<file path="config.mk">
export PLATFORM = sky130hd
export DESIGN_NAME = resize_coord_sched_flat
export DESIGN_NICKNAME = d
export VERILOG_FILES = /design/src/rtl/resize_coord_sched_if.sv /design/src/rtl/resize_coord_sched.sv /design/src/flat_wrapper.sv
export SDC_FILE = /design/constraint.sdc
export NUM_CORES = 1
export LEC_CHECK = 0
export CORE_UTILIZATION = 65
export DETAILED_ROUTE_END_ITERATION = 10
export DONT_BUFFER_PORTS = 1
export GPL_ROUTABILITY_DRIVEN = 0
export PLACE_DENSITY = 0.8
export SLEW_MARGIN = 20
export SYNTH_ARGS = -nofsm -noshare
export SYNTH_HDL_FRONTEND = slang
export SYNTH_SLANG_ARGS = --single-unit
</file>
<file path="constraint.sdc">
create_clock -name CLK -period 9 [get_ports CLK]
set_input_delay 1.8 -clock CLK [delete_from_list [all_inputs] [get_ports CLK]]
set_output_delay 1.8 -clock CLK [all_outputs]
set_load 0.1 [all_outputs]
</file>
<file path="src/rtl/resize_coord_sched_if.sv">
// Resize job-list scheduler bus: configuration/start in, job stream out.
// Master drives the request side, slave is the scheduler.
interface resize_coord_sched_if;
  logic       start;
  logic [6:0] H0;
  logic [6:0] V0;
  logic [4:0] SW;
  logic [4:0] SH;
  logic [5:0] TW;
  logic [5:0] TH;
  logic       job_ready;
  logic       job_valid;
  logic [6:0] src_h;
  logic [6:0] src_v;
  logic [5:0] rem_h;
  logic [5:0] rem_v;
  logic [5:0] tgt_h;
  logic [5:0] tgt_v;
  logic       last;
  logic       busy;
  logic       done;
  logic       err;

  modport master (
    output start, H0, V0, SW, SH, TW, TH, job_ready,
    input  job_valid, src_h, src_v, rem_h, rem_v,
    input  tgt_h, tgt_v, last, busy, done, err
  );

  modport slave (
    input  start, H0, V0, SW, SH, TW, TH, job_ready,
    output job_valid, src_h, src_v, rem_h, rem_v,
    output tgt_h, tgt_v, last, busy, done, err
  );
endinterface

</file>
<file path="src/rtl/resize_coord_sched.sv">
// Resize coordinate scheduler: walks the target grid row-major and
// emits source coordinates from a pair of integer DDAs.
module resize_coord_sched #(
  parameter int IMG_DIM = 100
) (
  input logic                 CLK,
  input logic                 RST,
  resize_coord_sched_if.slave bus
);

  typedef enum logic [1:0] {
    IDLE,
    LOAD,
    RUN,
    FIN
  } state_t;

  localparam logic [7:0] DIM = 8'(IMG_DIM);

  state_t     state;
  logic [6:0] h0, v0;
  logic [4:0] sw, sh;
  logic [5:0] tw, th;

  logic [6:0] src_h, src_v;
  logic [5:0] rem_h, rem_v;
  logic [5:0] tgt_h, tgt_v;
  logic       job_valid, last;
  logic       busy, done, err;

  logic       bad;
  logic       accept;
  logic [5:0] tw1, th1;
  logic [6:0] sum_h, sum_v;
  logic [6:0] n_src_h, n_src_v;
  logic [5:0] n_rem_h, n_rem_v;
  logic [5:0] n_tgt_h, n_tgt_v;
  logic       n_last;

  assign accept = job_valid & bus.job_ready;

  // Reject windows that are empty, upscale-inverted or leave the ROM.
  always_comb begin
    bad = (tw < 6'd2) || (th < 6'd2) ||
          (sw == 5'd0) || (sh == 5'd0) ||
          ({1'b0, sw} > tw) || ({1'b0, sh} > th) ||
          (({1'b0, h0} + {3'b0, sw}) > DIM) ||
          (({1'b0, v0} + {3'b0, sh}) > DIM);
  end

  // Next job: horizontal DDA step, or row wrap with vertical step.
  always_comb begin
    tw1     = tw - 6'd1;
    th1     = th - 6'd1;
    sum_h   = {1'b0, rem_h} + {2'b0, sw} - 7'd1;
    sum_v   = {1'b0, rem_v} + {2'b0, sh} - 7'd1;
    n_src_h = src_h;
    n_src_v = src_v;
    n_rem_h = rem_h;
    n_rem_v = rem_v;
    n_tgt_h = tgt_h;
    n_tgt_v = tgt_v;
    if (tgt_h != tw1) begin
      n_tgt_h = tgt_h + 6'd1;
      if (sum_h >= {1'b0, tw1}) begin
        n_rem_h = sum_h[5:0] - tw1;
        n_src_h = src_h + 7'd1;
      end else begin
        n_rem_h = sum_h[5:0];
      end
    end else begin
      n_tgt_h = 6'd0;
      n_rem_h = 6'd0;
      n_src_h = h0;
      n_tgt_v = tgt_v + 6'd1;
      if (sum_v >= {1'b0, th1}) begin
        n_rem_v = sum_v[5:0] - th1;
        n_src_v = src_v + 7'd1;
      end else begin
        n_rem_v = sum_v[5:0];
      end
    end
    n_last = (n_tgt_h == tw1) && (n_tgt_v == th1);
  end

  // Control FSM with registered job and status outputs.
  always_ff @(posedge CLK or negedge RST) begin
    if (!RST) begin
      state     <= IDLE;
      h0        <= '0;
      v0        <= '0;
      sw        <= '0;
      sh        <= '0;
      tw        <= '0;
      th        <= '0;
      src_h     <= '0;
      src_v     <= '0;
      rem_h     <= '0;
      rem_v     <= '0;
      tgt_h     <= '0;
      tgt_v     <= '0;
      job_valid <= 1'b0;
      last      <= 1'b0;
      busy      <= 1'b0;
      done      <= 1'b0;
      err       <= 1'b0;
    end else begin
      done <= 1'b0;
      case (state)
        IDLE: begin
          if (bus.start) begin
            h0    <= bus.H0;
            v0    <= bus.V0;
            sw    <= bus.SW;
            sh    <= bus.SH;
            tw    <= bus.TW;
            th    <= bus.TH;
            err   <= 1'b0;
            busy  <= 1'b1;
            state <= LOAD;
          end
        end
        LOAD: begin
          if (bad) begin
            err   <= 1'b1;
            done  <= 1'b1;
            busy  <= 1'b0;
            state <= FIN;
          end else begin
            src_h     <= h0;
            src_v     <= v0;
            rem_h     <= '0;
            rem_v     <= '0;
            tgt_h     <= '0;
            tgt_v     <= '0;
            last      <= 1'b0;
            job_valid <= 1'b1;
            state     <= RUN;
          end
        end
        RUN: begin
          if (accept) begin
            if (last) begin
              job_valid <= 1'b0;
              last      <= 1'b0;
              busy      <= 1'b0;
              done      <= 1'b1;
              state     <= FIN;
            end else begin
              src_h <= n_src_h;
              src_v <= n_src_v;
              rem_h <= n_rem_h;
              rem_v <= n_rem_v;
              tgt_h <= n_tgt_h;
              tgt_v <= n_tgt_v;
              last  <= n_last;
            end
          end
        end
        default: state <= IDLE;
      endcase
    end
  end

  assign bus.job_valid = job_valid;
  assign bus.src_h     = src_h;
  assign bus.src_v     = src_v;
  assign bus.rem_h     = rem_h;
  assign bus.rem_v     = rem_v;
  assign bus.tgt_h     = tgt_h;
  assign bus.tgt_v     = tgt_v;
  assign bus.last      = last;
  assign bus.busy      = busy;
  assign bus.done      = done;
  assign bus.err       = err;

endmodule

</file>
<file path="src/flat_wrapper.sv">
// flat-port wrapper written by rule: the top's interface ports become plain ports
module resize_coord_sched_flat 
#(
  parameter int IMG_DIM = 100
)
  (CLK, RST, bus_start, bus_H0, bus_V0, bus_SW, bus_SH, bus_TW, bus_TH, bus_job_ready, bus_job_valid, bus_src_h, bus_src_v, bus_rem_h, bus_rem_v, bus_tgt_h, bus_tgt_v, bus_last, bus_busy, bus_done, bus_err);
  resize_coord_sched_if bus_i ();
  input logic CLK;
  input logic RST;
  input wire logic [$bits(bus_i.start)-1:0] bus_start;
  input wire logic [$bits(bus_i.H0)-1:0] bus_H0;
  input wire logic [$bits(bus_i.V0)-1:0] bus_V0;
  input wire logic [$bits(bus_i.SW)-1:0] bus_SW;
  input wire logic [$bits(bus_i.SH)-1:0] bus_SH;
  input wire logic [$bits(bus_i.TW)-1:0] bus_TW;
  input wire logic [$bits(bus_i.TH)-1:0] bus_TH;
  input wire logic [$bits(bus_i.job_ready)-1:0] bus_job_ready;
  output wire logic [$bits(bus_i.job_valid)-1:0] bus_job_valid;
  output wire logic [$bits(bus_i.src_h)-1:0] bus_src_h;
  output wire logic [$bits(bus_i.src_v)-1:0] bus_src_v;
  output wire logic [$bits(bus_i.rem_h)-1:0] bus_rem_h;
  output wire logic [$bits(bus_i.rem_v)-1:0] bus_rem_v;
  output wire logic [$bits(bus_i.tgt_h)-1:0] bus_tgt_h;
  output wire logic [$bits(bus_i.tgt_v)-1:0] bus_tgt_v;
  output wire logic [$bits(bus_i.last)-1:0] bus_last;
  output wire logic [$bits(bus_i.busy)-1:0] bus_busy;
  output wire logic [$bits(bus_i.done)-1:0] bus_done;
  output wire logic [$bits(bus_i.err)-1:0] bus_err;
  assign bus_i.start = bus_start;
  assign bus_i.H0 = bus_H0;
  assign bus_i.V0 = bus_V0;
  assign bus_i.SW = bus_SW;
  assign bus_i.SH = bus_SH;
  assign bus_i.TW = bus_TW;
  assign bus_i.TH = bus_TH;
  assign bus_i.job_ready = bus_job_ready;
  assign bus_job_valid = bus_i.job_valid;
  assign bus_src_h = bus_i.src_h;
  assign bus_src_v = bus_i.src_v;
  assign bus_rem_h = bus_i.rem_h;
  assign bus_rem_v = bus_i.rem_v;
  assign bus_tgt_h = bus_i.tgt_h;
  assign bus_tgt_v = bus_i.tgt_v;
  assign bus_last = bus_i.last;
  assign bus_busy = bus_i.busy;
  assign bus_done = bus_i.done;
  assign bus_err = bus_i.err;
  resize_coord_sched #(.IMG_DIM(IMG_DIM)) u_core (.CLK(CLK), .RST(RST), .bus(bus_i));
endmodule
</file>
==> summary.txt <==
Floorplanning
  • Initial core utilization: 0.6689
  • Die width: 102.1 um
  • # IOs: 83
  • Chip height: 102.1 um
  • Die ar.: 10,420 um2
  • Core Area: 9729 um2
  • FP Rows: 36

Timing
  • RSZ-0062 raised after global routing: false
  • Final Setup Violations: 0
  • Total Neg Setup Slack: 0 ps
  • WHS: 544.9 ps
  • Slew Limit Headroom: 0.2401
  • Minimum clock period: roughly 4600 ps
  • Clk_skew: approximately 13 ps
  • Least-Margin Pin Slew: approximately 1100 ps
  • Final Hold Vio Count: 0
  • Slew Limit Fails: 0
  • Achievable frequency: approximately 220 MHz
  • Tcrit/Tclk final: 0.5124

Drt
  • Vias post-DR: 5,502
  • DRT iter0 DRCs: 315
  • Per-cell routed wire length: 19.60 um
  • Final WL: 16,410 um
  • Drt via density: 6.573
  • ANT nets after route: 0
  • DR pass1 iterations: 5
  • DR DRC count: 0

Yosys
  • Post-Syn Instances: between 700 and 800
  • Post-synth cell types: 80
  • Syn nets: 813
  • Area share of the largest cell type after synthesis: 0.3115
  • Syn Area/Cell: between 9 and 10 um2
  • Synth top cells by count: inv_1 (86), dfrtp_1 (81), ha_1 (62), nand2_1 (41), mux2_2 (40)
  • Mapped Area: roughly 6500 um2
  • Async SR Flop Fraction: 1.000
  • Leading area contributor after synthesis: dfrtp_1
  • Synth Flop Type: dfrtp_1
  • Largest cells by area after synthesis: dfrtp_1 (31%), ha_1 (12%), mux2_2 (6.9%), inv_1 (5.0%), xnor2_1 (3.2%)
  • Post-synth EDFFs: 0
  • Flops & latches, synth: between 80 and 90
  • Sequential fraction of the synthesis area: 0.3115
  • YS warnings: 0
  • Most frequent cell after synthesis: inv_1

Clock network
  • Clock-pin slew on the worst setup and hold paths: 90 ps
  • Cts bufs inserted: 9
  • CTS resizes: 0
  • H-Tree Depth: 3
  • CTS Hold Bufs: 0
  • CTS root buffer: clkbuf_8
  • Post-CTS setup buffer count: 0
  • CTS sink count: 81
  • Worst-skew pair later-pin latency: 380 ps
  • Clock buffer depth: 2
  • CTS tree: built

Critical path
  • Critical path's slowest cell: dfrtp_1
  • Worst Setup End Kind: flop
  • Reg2Reg Setup Slack: 4390 ps
  • Largest stage delay, worst path: 950 ps
  • Worst path most repeated cell: inv_1
  • Critical path type: reg2reg
  • Startpoint types: flop
  • Reg2Reg Depth: 15
  • Worst-path cell chain: inv_1 -> ha_1 -> inv_1 -> ha_1 -> inv_1 -> fa_1 -> inv_1 -> ha_1 -> o21ai_0 -> a21boi_0 -> o31ai_1 -> and3_1 -> o21a_1 -> nor2_1 -> mux2_1
  • Reg-to-Reg End: u_core.bus.src_v[1]
  • CP arrival: roughly 4900 ps
  • Reg-to-Reg Start: u_core.bus.rem_v[1]
  • Crit path max fanout: 19
  • WP data required: 9260 ps
  • Critical Path Source: u_core.bus.rem_v[1]

Global route
  • Antenna violations before repair: 0
  • Global-route wire length before repair: 26,100 um
  • Total GRT Usage: 0.3274
  • Grt ovf: 0
  • Vias in the first global route: 5,363
  • Largest net degree at the start of global routing: 82

Final layout
  • Ratio of cells with drive above 1 in the final layout: 0.1094
  • Fill count: between 700 and 800
  • Final #Nets: between 800 and 900
  • Ant diodes: 0
  • Area of the multi-input gates: 4053 um2
  • Area Overhead vs Synth: 5.480%
  • Final Instance Count excl. Fillers: 837
  • Reg area: 2027 um2

Run
  • Max_cap viols: 0

Outcome
  • Run status: completed

Hold path
  • Worst hold path stage count: 1
  • Min-Delay Endpoint: u_core.th[1]
  • Worst hold path class: reg2reg
  • Hold Startpoint: u_core.th[1]

Placed design
  • Hpwl dp: around 12,000 um
  • DP Cell Count: 821
  • PortBufs: 0
area by class of cell:
type,instances,area share
multi-input cells,517,0.5904
flip-flops and latches,81,0.2953
inverters,86,0.04703
clock inverters,7,0.02060
clock buffers,9,0.01805
well taps,133,0.02424
repair buffers,4,0.004375
worst max-delay path by stage:
stage	to
final	u_core.bus.src_v[1]
after global routing	u_core.bus.src_v[4]
after CTS	u_core.bus.src_v[1]
after detailed placement	u_core.bus.src_v[4]
after global placement	u_core.bus.src_v[1]
after floorplan	u_core.bus.src_v[4]
cell usage in the layout (no fill, tap or decap), types with 3 or more instances in the layout:
cell / instances
o41ai_1: 5
o21a_1: 4
o22ai_1: 6
a41oi_1: 4
o31ai_1: 11
nor3b_1: 4
ha_1: 62
bufinv_16: 4
inv_1: 86
a31oi_1: 9
mux2i_1: 13
fa_1: 6
and3_1: 7
a2111oi_0: 3
buf_4: 4
nor3_1: 10
nand2_1: 41
a21o_1: 15
a21oi_1: 33
o2bb2ai_1: 6
o211ai_1: 4
nand4_1: 11
mux2_2: 40
a21boi_0: 3
a211oi_1: 7
xnor2_1: 24
o21bai_1: 3
xnor3_1: 3
clkbuf_8: 9
nand2b_1: 4
nor2_1: 36
dfrtp_1: 81
nor4_1: 7
xor2_1: 12
nor2b_1: 12
nand3_1: 22
o21ai_0: 39
state kept, by name, indices dropped and copies added (netlist names), 2 cells and up:
register / cells
u_core.sw: 5
u_core.bus.tgt_v: 6
u_core.h0: 7
u_core.th: 6
u_core.state: 2
u_core.bus.src_v: 7
u_core.tw: 6
u_core.bus.rem_h: 6
u_core.bus.rem_v: 6
u_core.v0: 7
u_core.bus.src_h: 7
u_core.bus.tgt_h: 6
u_core.sh: 5
cell families (layout without fill, tap and decap cells):
kind of cell,count (synthesis),after routing,synth area share
buffers and inverters,107,106,0.06633
flip-flops,81,81,0.3115
multiplexers,54,54,0.09094
adder cells (fa/ha/maj),68,68,0.1377
XOR/XNOR,40,40,0.06133
AO/OA/AOI/OAI,181,181,0.1900
AND/OR/NAND/NOR,174,174,0.1423
metrics by stage:
step | util | worst slack, ps | area (um2)
after global routing | 0.7055 | 4087 | 6864
after detailed placement | 0.6782 | 4473 | 6599
after floorplan | - | 4899 | 6507
after global placement | 0.6782 | 4662 | 6599
final | 0.7055 | 4388 | 6864
after CTS | 0.7055 | 4420 | 6864
worst max-delay path, delay by kind of cell (launching register included):
family          cells  cell delay, ps
simple gates        2             700
mux                 1             360
flops               1             950
buf+inv             4             300
compound gates      4             890
fa+ha+maj           4            1320
per-layer routing:
layer / routed length (um) / vias up / track usage
li1: - / 2532 / -
met1: 6659 / 2674 / 0.4171
met2: 7964 / 249 / 0.5385
met3: 1258 / 47 / 0.06840
met4: 522 / 0 / 0.1440
met5: 0 / - / 0
Power is left out: the tool's default activity adds up to more than one toggle a clock period on the data nets, which glitch-free logic cannot reach.
